### config.mk
export PLATFORM = sky130hd
export DESIGN_NAME = rs_driver_flat
export DESIGN_NICKNAME = d
export VERILOG_FILES = /design/src/rtl/rs_driver_if.sv /design/src/rtl/rs_driver.sv /design/src/flat_wrapper.sv
export SDC_FILE = /design/constraint.sdc
export NUM_CORES = 1
export LEC_CHECK = 0
export CELL_PAD_IN_SITES_DETAIL_PLACEMENT = 1
export CELL_PAD_IN_SITES_GLOBAL_PLACEMENT = 1
export CORE_AREA = 8 8 45 47
export CTS_CLUSTER_DIAMETER = 80
export DETAILED_ROUTE_END_ITERATION = 8
export DIE_AREA = 0 0 53 55
export DONT_BUFFER_PORTS = 1
export PLACE_DENSITY = 0.76
export SLEW_MARGIN = 40
export SYNTH_ARGS = -nofsm -noshare
export SYNTH_HDL_FRONTEND = slang
export SYNTH_SLANG_ARGS = --single-unit
### constraint.sdc
create_clock -name CLK -period 2.3 [get_ports CLK]
set_input_delay 0.46 -clock CLK [delete_from_list [all_inputs] [get_ports CLK]]
set_output_delay 0.46 -clock CLK [all_outputs]
set_load 0.01 [all_outputs]
### src/rtl/rs_driver_if.sv
// Command and latch-side signal bundle for rs_driver.
// The DUT uses the slave modport. The master modport is for the controller,
// which also carries the latch readback lines.
interface rs_driver_if;
    logic REQ;
    logic VAL;
    logic READY;
    logic R;
    logic S;
    logic Q;
    logic Q_B;
    logic DONE;
    logic ERR;

    modport master (
        output REQ,
        output VAL,
        output Q,
        output Q_B,
        input  READY,
        input  R,
        input  S,
        input  DONE,
        input  ERR
    );

    modport slave (
        input  REQ,
        input  VAL,
        input  Q,
        input  Q_B,
        output READY,
        output R,
        output S,
        output DONE,
        output ERR
    );
endinterface

### src/rtl/rs_driver.sv
// rs_driver: turns "set latch to value" requests into single, registered R or S
// pulses of PULSE_W cycles, followed by a GAP_W-cycle recovery gap.
// It then checks the synchronised Q/Q_B readback against the commanded value.
// R and S are never high together. After reset the latch is driven to 0.
module rs_driver #(
    parameter int unsigned PULSE_W = 2,
    parameter int unsigned GAP_W   = 2,
    parameter bit          FORCE   = 1'b0
) (
    input  logic        CLK,
    input  logic        RST,
    rs_driver_if.slave  bus
);

    localparam int unsigned CNT_MAX = (PULSE_W > GAP_W) ? PULSE_W : GAP_W;
    localparam int unsigned CW      = (CNT_MAX > 1) ? $clog2(CNT_MAX) : 1;
    localparam logic [CW-1:0] PULSE_LAST = CW'(PULSE_W - 1);
    localparam logic [CW-1:0] GAP_LAST   = CW'(GAP_W - 1);

    typedef enum logic [2:0] {
        INIT,
        IDLE,
        PULSE,
        GAP,
        CHECK
    } state_t;

    state_t        state;
    state_t        next_state;
    logic [CW-1:0] cnt;
    logic [CW-1:0] next_cnt;
    logic          cur;
    logic          next_cur;
    logic          shadow;
    logic          next_shadow;
    logic          r_q;
    logic          s_q;
    logic          r_next;
    logic          s_next;
    logic          q_s1;
    logic          q_s2;
    logic          qb_s1;
    logic          qb_s2;
    logic          accept;
    logic          mismatch;

    // Two-flop synchronisers for the asynchronous latch outputs.
    always_ff @(posedge CLK) begin
        if (RST) begin
            q_s1  <= 1'b0;
            q_s2  <= 1'b0;
            qb_s1 <= 1'b0;
            qb_s2 <= 1'b0;
        end else begin
            q_s1  <= bus.Q;
            q_s2  <= q_s1;
            qb_s1 <= bus.Q_B;
            qb_s2 <= qb_s1;
        end
    end

    // State, counter, command registers and registered R/S outputs.
    always_ff @(posedge CLK) begin
        if (RST) begin
            state  <= INIT;
            cnt    <= '0;
            cur    <= 1'b0;
            shadow <= 1'b0;
            r_q    <= 1'b0;
            s_q    <= 1'b0;
        end else begin
            state  <= next_state;
            cnt    <= next_cnt;
            cur    <= next_cur;
            shadow <= next_shadow;
            r_q    <= r_next;
            s_q    <= s_next;
        end
    end

    assign accept = (state == IDLE) && bus.REQ;

    // Next-state, counter and command decode.
    // In INIT the count only starts once R is visibly high. This gives the
    // first post-reset cycle a full PULSE_W-wide R pulse, even though the
    // state register already holds INIT during reset.
    always_comb begin
        next_state  = state;
        next_cnt    = cnt;
        next_cur    = cur;
        next_shadow = shadow;
        unique case (state)
            INIT: begin
                next_cur = 1'b0;
                if (r_q) begin
                    if (cnt == PULSE_LAST) begin
                        next_state = GAP;
                        next_cnt   = '0;
                    end else begin
                        next_cnt = cnt + CW'(1);
                    end
                end
            end
            IDLE: begin
                if (accept) begin
                    next_cur    = bus.VAL;
                    next_shadow = bus.VAL;
                    next_cnt    = '0;
                    if ((bus.VAL != shadow) || FORCE) begin
                        next_state = PULSE;
                    end else begin
                        next_state = CHECK;
                    end
                end
            end
            PULSE: begin
                if (cnt == PULSE_LAST) begin
                    next_state = GAP;
                    next_cnt   = '0;
                end else begin
                    next_cnt = cnt + CW'(1);
                end
            end
            GAP: begin
                if (cnt == GAP_LAST) begin
                    next_state = CHECK;
                    next_cnt   = '0;
                end else begin
                    next_cnt = cnt + CW'(1);
                end
            end
            CHECK: begin
                next_state = IDLE;
            end
            default: begin
                next_state = INIT;
                next_cnt   = '0;
            end
        endcase
    end

    // R/S are decoded from the next state and registered, so they are
    // glitch-free and cannot overlap.
    always_comb begin
        r_next = 1'b0;
        s_next = 1'b0;
        if (next_state == INIT) begin
            r_next = 1'b1;
        end else if (next_state == PULSE) begin
            r_next = ~next_cur;
            s_next = next_cur;
        end
    end

    assign mismatch  = (q_s2 != cur) || (qb_s2 != ~cur);

    assign bus.R     = r_q;
    assign bus.S     = s_q;
    assign bus.READY = (state == IDLE);
    assign bus.DONE  = (state == CHECK);
    assign bus.ERR   = (state == CHECK) && mismatch;

endmodule

### src/flat_wrapper.sv
// flat-port wrapper written by rule: the top's interface ports become plain ports
module rs_driver_flat 
#(
    parameter int unsigned PULSE_W = 2,
    parameter int unsigned GAP_W   = 2,
    parameter bit          FORCE   = 1'b0
)
  (CLK, RST, bus_REQ, bus_VAL, bus_Q, bus_Q_B, bus_READY, bus_R, bus_S, bus_DONE, bus_ERR);
  rs_driver_if bus_i ();
  input  logic CLK;
  input  logic RST;
  input wire logic [$bits(bus_i.REQ)-1:0] bus_REQ;
  input wire logic [$bits(bus_i.VAL)-1:0] bus_VAL;
  input wire logic [$bits(bus_i.Q)-1:0] bus_Q;
  input wire logic [$bits(bus_i.Q_B)-1:0] bus_Q_B;
  output wire logic [$bits(bus_i.READY)-1:0] bus_READY;
  output wire logic [$bits(bus_i.R)-1:0] bus_R;
  output wire logic [$bits(bus_i.S)-1:0] bus_S;
  output wire logic [$bits(bus_i.DONE)-1:0] bus_DONE;
  output wire logic [$bits(bus_i.ERR)-1:0] bus_ERR;
  assign bus_i.REQ = bus_REQ;
  assign bus_i.VAL = bus_VAL;
  assign bus_i.Q = bus_Q;
  assign bus_i.Q_B = bus_Q_B;
  assign bus_READY = bus_i.READY;
  assign bus_R = bus_i.R;
  assign bus_S = bus_i.S;
  assign bus_DONE = bus_i.DONE;
  assign bus_ERR = bus_i.ERR;
  rs_driver #(.PULSE_W(PULSE_W), .GAP_W(GAP_W), .FORCE(FORCE)) u_core (.CLK(CLK), .RST(RST), .bus(bus_i));
endmodule
==> flow_summary.json <==
{
  "status": "complete, no violations",
  "pin_count": 11,
  "insertedDiodeCount": 0,
  "grt_setup_unrepaired": "no",
  "grt_max_degree": 13,
  "cpPeakStageDelay_ns": 0.41,
  "grt_remaining_overflow": 0,
  "hold_buffers": 0,
  "routed_wl_mm": 1.26,
  "grt_pass1_wl_mm": 2.10,
  "ys_seq_elements": 12,
  "yosysWarningCount": 0,
  "grt_use_met2_pct": 16.2,
  "arrival_ns": 1.45,
  "crit_chain": "nor2_1 > and2_1 > o21ai_0 > a21oi_1",
  "placed_area_um2": 567,
  "seq_area_frac_synth_pct": 42.0,
  "worstPathRequired_ns": 1.84,
  "use_met3_pct": 2.94,
  "slew_viol_final": 0,
  "core-area_mm2": 0.00138,
  "critPathCaptureType": "primary output",
  "num_vias": 433,
  "cts_root_buffer": "clkbuf_4",
  "cp_max_fo": 11,
  "max_cap_viol_count": 0,
  "crit_path_start_kind": "register",
  "cts_tree": "done",
  "grt_busiest_layer": "met2",
  "clock-sinks": 12,
  "fin_skew_ns": 0.00313,
  "drc": 0,
  "p_leak_nw": 0.221,
  "post_cts_resized": 0,
  "gp_congestion": 0.723,
  "vias_per_cell": 5.48,
  "synthToLayoutAreaGrowth_pct": 5.47,
  "first_pass_iters": 3,
  "rows": 14,
  "startpoint": "u_core.state[1]",
  "tightest_slew_ns": 0.433,
  "timing.final.crit_share_pct": 83.2,
  "postCtsSetupBuffers": 0,
  "timing.rr.end": "u_core.bus.S",
  "syn_area_um2": 572,
  "hold_class": "input port to register",
  "register_area_um2": 240,
  "r2r_cells": 4,
  "endpoint": "bus_ERR",
  "finalHoldWorstSlack_ns": 0.249,
  "peakVddDrop_mv": 0.364,
  "final_nets": 70,
  "portBuffers": 0,
  "clk_pin_slew_ns": 0.07,
  "antenna_found_initial": 0,
  "rrSetupSlack_ns": 0.91,
  "clockBufferDepth": 2,
  "layout-drive-gt1-share_pct": 12.7,
  "grt_pass1_vias": 460,
  "powerDensity_mw_per_mm2": 858,
  "drt_iter0_markers": 3,
  "final_area_um2": 603,
  "grt_util_all_layers_pct": 10.1,
  "avgSynthCellArea_um2": 9.08,
  "crit_type": "register to primary output",
  "report.power.total_uw": 517,
  "fin_setup_tns_ns": 0,
  "crit_slowest_cell": "dfxtp_1",
  "synthesis.instances": 63,
  "yosysUniqueCellTypes": 28,
  "die_area_mm2": 0.00292,
  "clk_latency_ns": 0.27,
  "hold_viol": 0,
  "fmax_mhz": 522,
  "period_needed_ns": 1.91,
  "multi_input_area_um2": 299,
  "die_y_um": 55,
  "fillers": 168,
  "ant_nets": 0,
  "finalSetupViolCount": 0,
  "grt_use_met1_pct": 10.6,
  "syn_nets": 69,
  "r2r-start": "u_core.state[2]",
  "die_x_um": 53,
  "fin_util_pct": 43.6,
  "hpwlAfterDp_um": 959,
  "numCtsBuffers": 3,
  "post_drt_wl_per_cell_um": 15.9,
  "htreeDepth": 1,
  "relSlewSlack_pct": 71.1,
  "start_util_pct": 41.3
}
==> layout by cell type, fill, tap and decap left out <==
cell type / netlist / routed
o211ai_2: 1 / 1
nand3_1: 1 / 1
and4bb_2: 1 / 1
or2_1: 1 / 1
a221oi_2: 1 / 1
and2_1: 1 / 1
nand4bb_1: 1 / 1
nor2_1: 6 / 6
a21oi_1: 6 / 6
o21ai_1: 1 / 1
nor2b_1: 8 / 8
nor3b_1: 1 / 1
nor3_1: 2 / 2
inv_1: 2 / 2
dfxtp_1: 12 / 12
o32a_1: 1 / 1
a21o_2: 1 / 1
nand2b_1: 2 / 2
clkbuf_8: 0 / 1
a22oi_1: 1 / 1
nand2_1: 2 / 2
and4bb_1: 1 / 1
xor2_1: 1 / 1
clkbuf_4: 0 / 3
o21ai_0: 2 / 2
mux2i_1: 2 / 2
o21bai_1: 1 / 1
==> routing by layer <==
layer	part of all wire, %	vias to the layer above
li1	-	216
met1	44	203
met2	48	9
met3	4.1	5
met4	3.3	0
met5	0	-
==> layout make-up <==
type	count	area share, %
Tap cell	16	3.32
Clock buffer	4	6.02
Multi-Input combinational cell	45	49.6
Sequential cell	12	39.8
Inverter	2	1.24
==> logic make-up (layout without fill, tap and decap cells) <==
| family | Yosys count | in the layout | share of synthesized area (%) |
|---|---|---|---|
| DFF | 12 | 12 | 42.0 |
| and+or+nand+nor | 27 | 27 | 28.7 |
| muxes | 2 | 2 | 3.50 |
| xor gates and xnor gates | 1 | 1 | 1.53 |
| buffers and inverters | 6 | 6 | 5.69 |
| AOI/OAI and AO/OA | 15 | 15 | 18.6 |
==> critical path, delay by kind of cell, from the launching register on <==
| family | cells | cell delay [ns] |
|---|---|---|
| and+or+nand+nor | 2 | 0.44 |
| DFF | 1 | 0.41 |
| AOI/OAI and AO/OA | 2 | 0.34 |
==> registers in the layout (all words and copies together) (netlist names) <==
name           flops
u_core.qb_s2       1
u_core.bus.R       1
u_core.state       3
u_core.shadow      1
u_core.q_s2        1
u_core.cur         1
u_core.bus.S       1
u_core.qb_s1       1
u_core.q_s1        1
u_core.cnt         1
==> how the worst min path moves through the flow <==
stage / startpoint / endpoint / cells past startpoint
finish: RST / u_core.cnt / 1
global route: RST / u_core.state[2] / 1
CTS: RST / u_core.cnt / 1
detailed placement: u_core.q_s1 / u_core.q_s2 / 1
global placement: u_core.qb_s1 / u_core.qb_s2 / 1
floorplan: u_core.q_s1 / u_core.q_s2 / 1
==> where the power goes <==
part	switching (mW)	total [mW]	internal, mW	leakage (nW)
Sequential	0.0357	0.263	0.228	0.0984
Combinational	0.0428	0.0907	0.0479	0.101
Clock	0.0671	0.163	0.0962	0.0210
Total	0.146	0.517	0.372	0.221
==> synth_stat cells, drive strengths merged <==
library cell	n	area [um^2]
dfxtp	12	240
nor2b	8	50.1
a21oi	6	30.0
nor2	6	22.5
buf	3	21.3
o21ai	3	15.0
and4bb	2	25.0
inv	2	7.51
mux2i	2	20.0
nand2	2	7.51
nand2b	2	12.5
nor3	2	10.0
a21o	1	8.76
a221oi	1	15.0
a22oi	1	7.51
and2	1	6.26
clkbuf	1	3.75
nand3	1	5.00
nand4bb	1	11.3
nor3b	1	7.51
o211ai	1	12.5
o21bai	1	7.51
o32a	1	10.0
or2	1	6.26
xor2	1	8.76
==> through the flow <==
step / worst slack [ns] / cells
6_report: 0.386 / 79
5_1_grt: 0.247 / 79
4_1_cts: 0.361 / 79
3_5_place_dp: 0.657 / 75
3_3_place_gp: 0.700 / 75
2_1_floorplan: 0.763 / 63
Power figures use the tool's default switching activity.
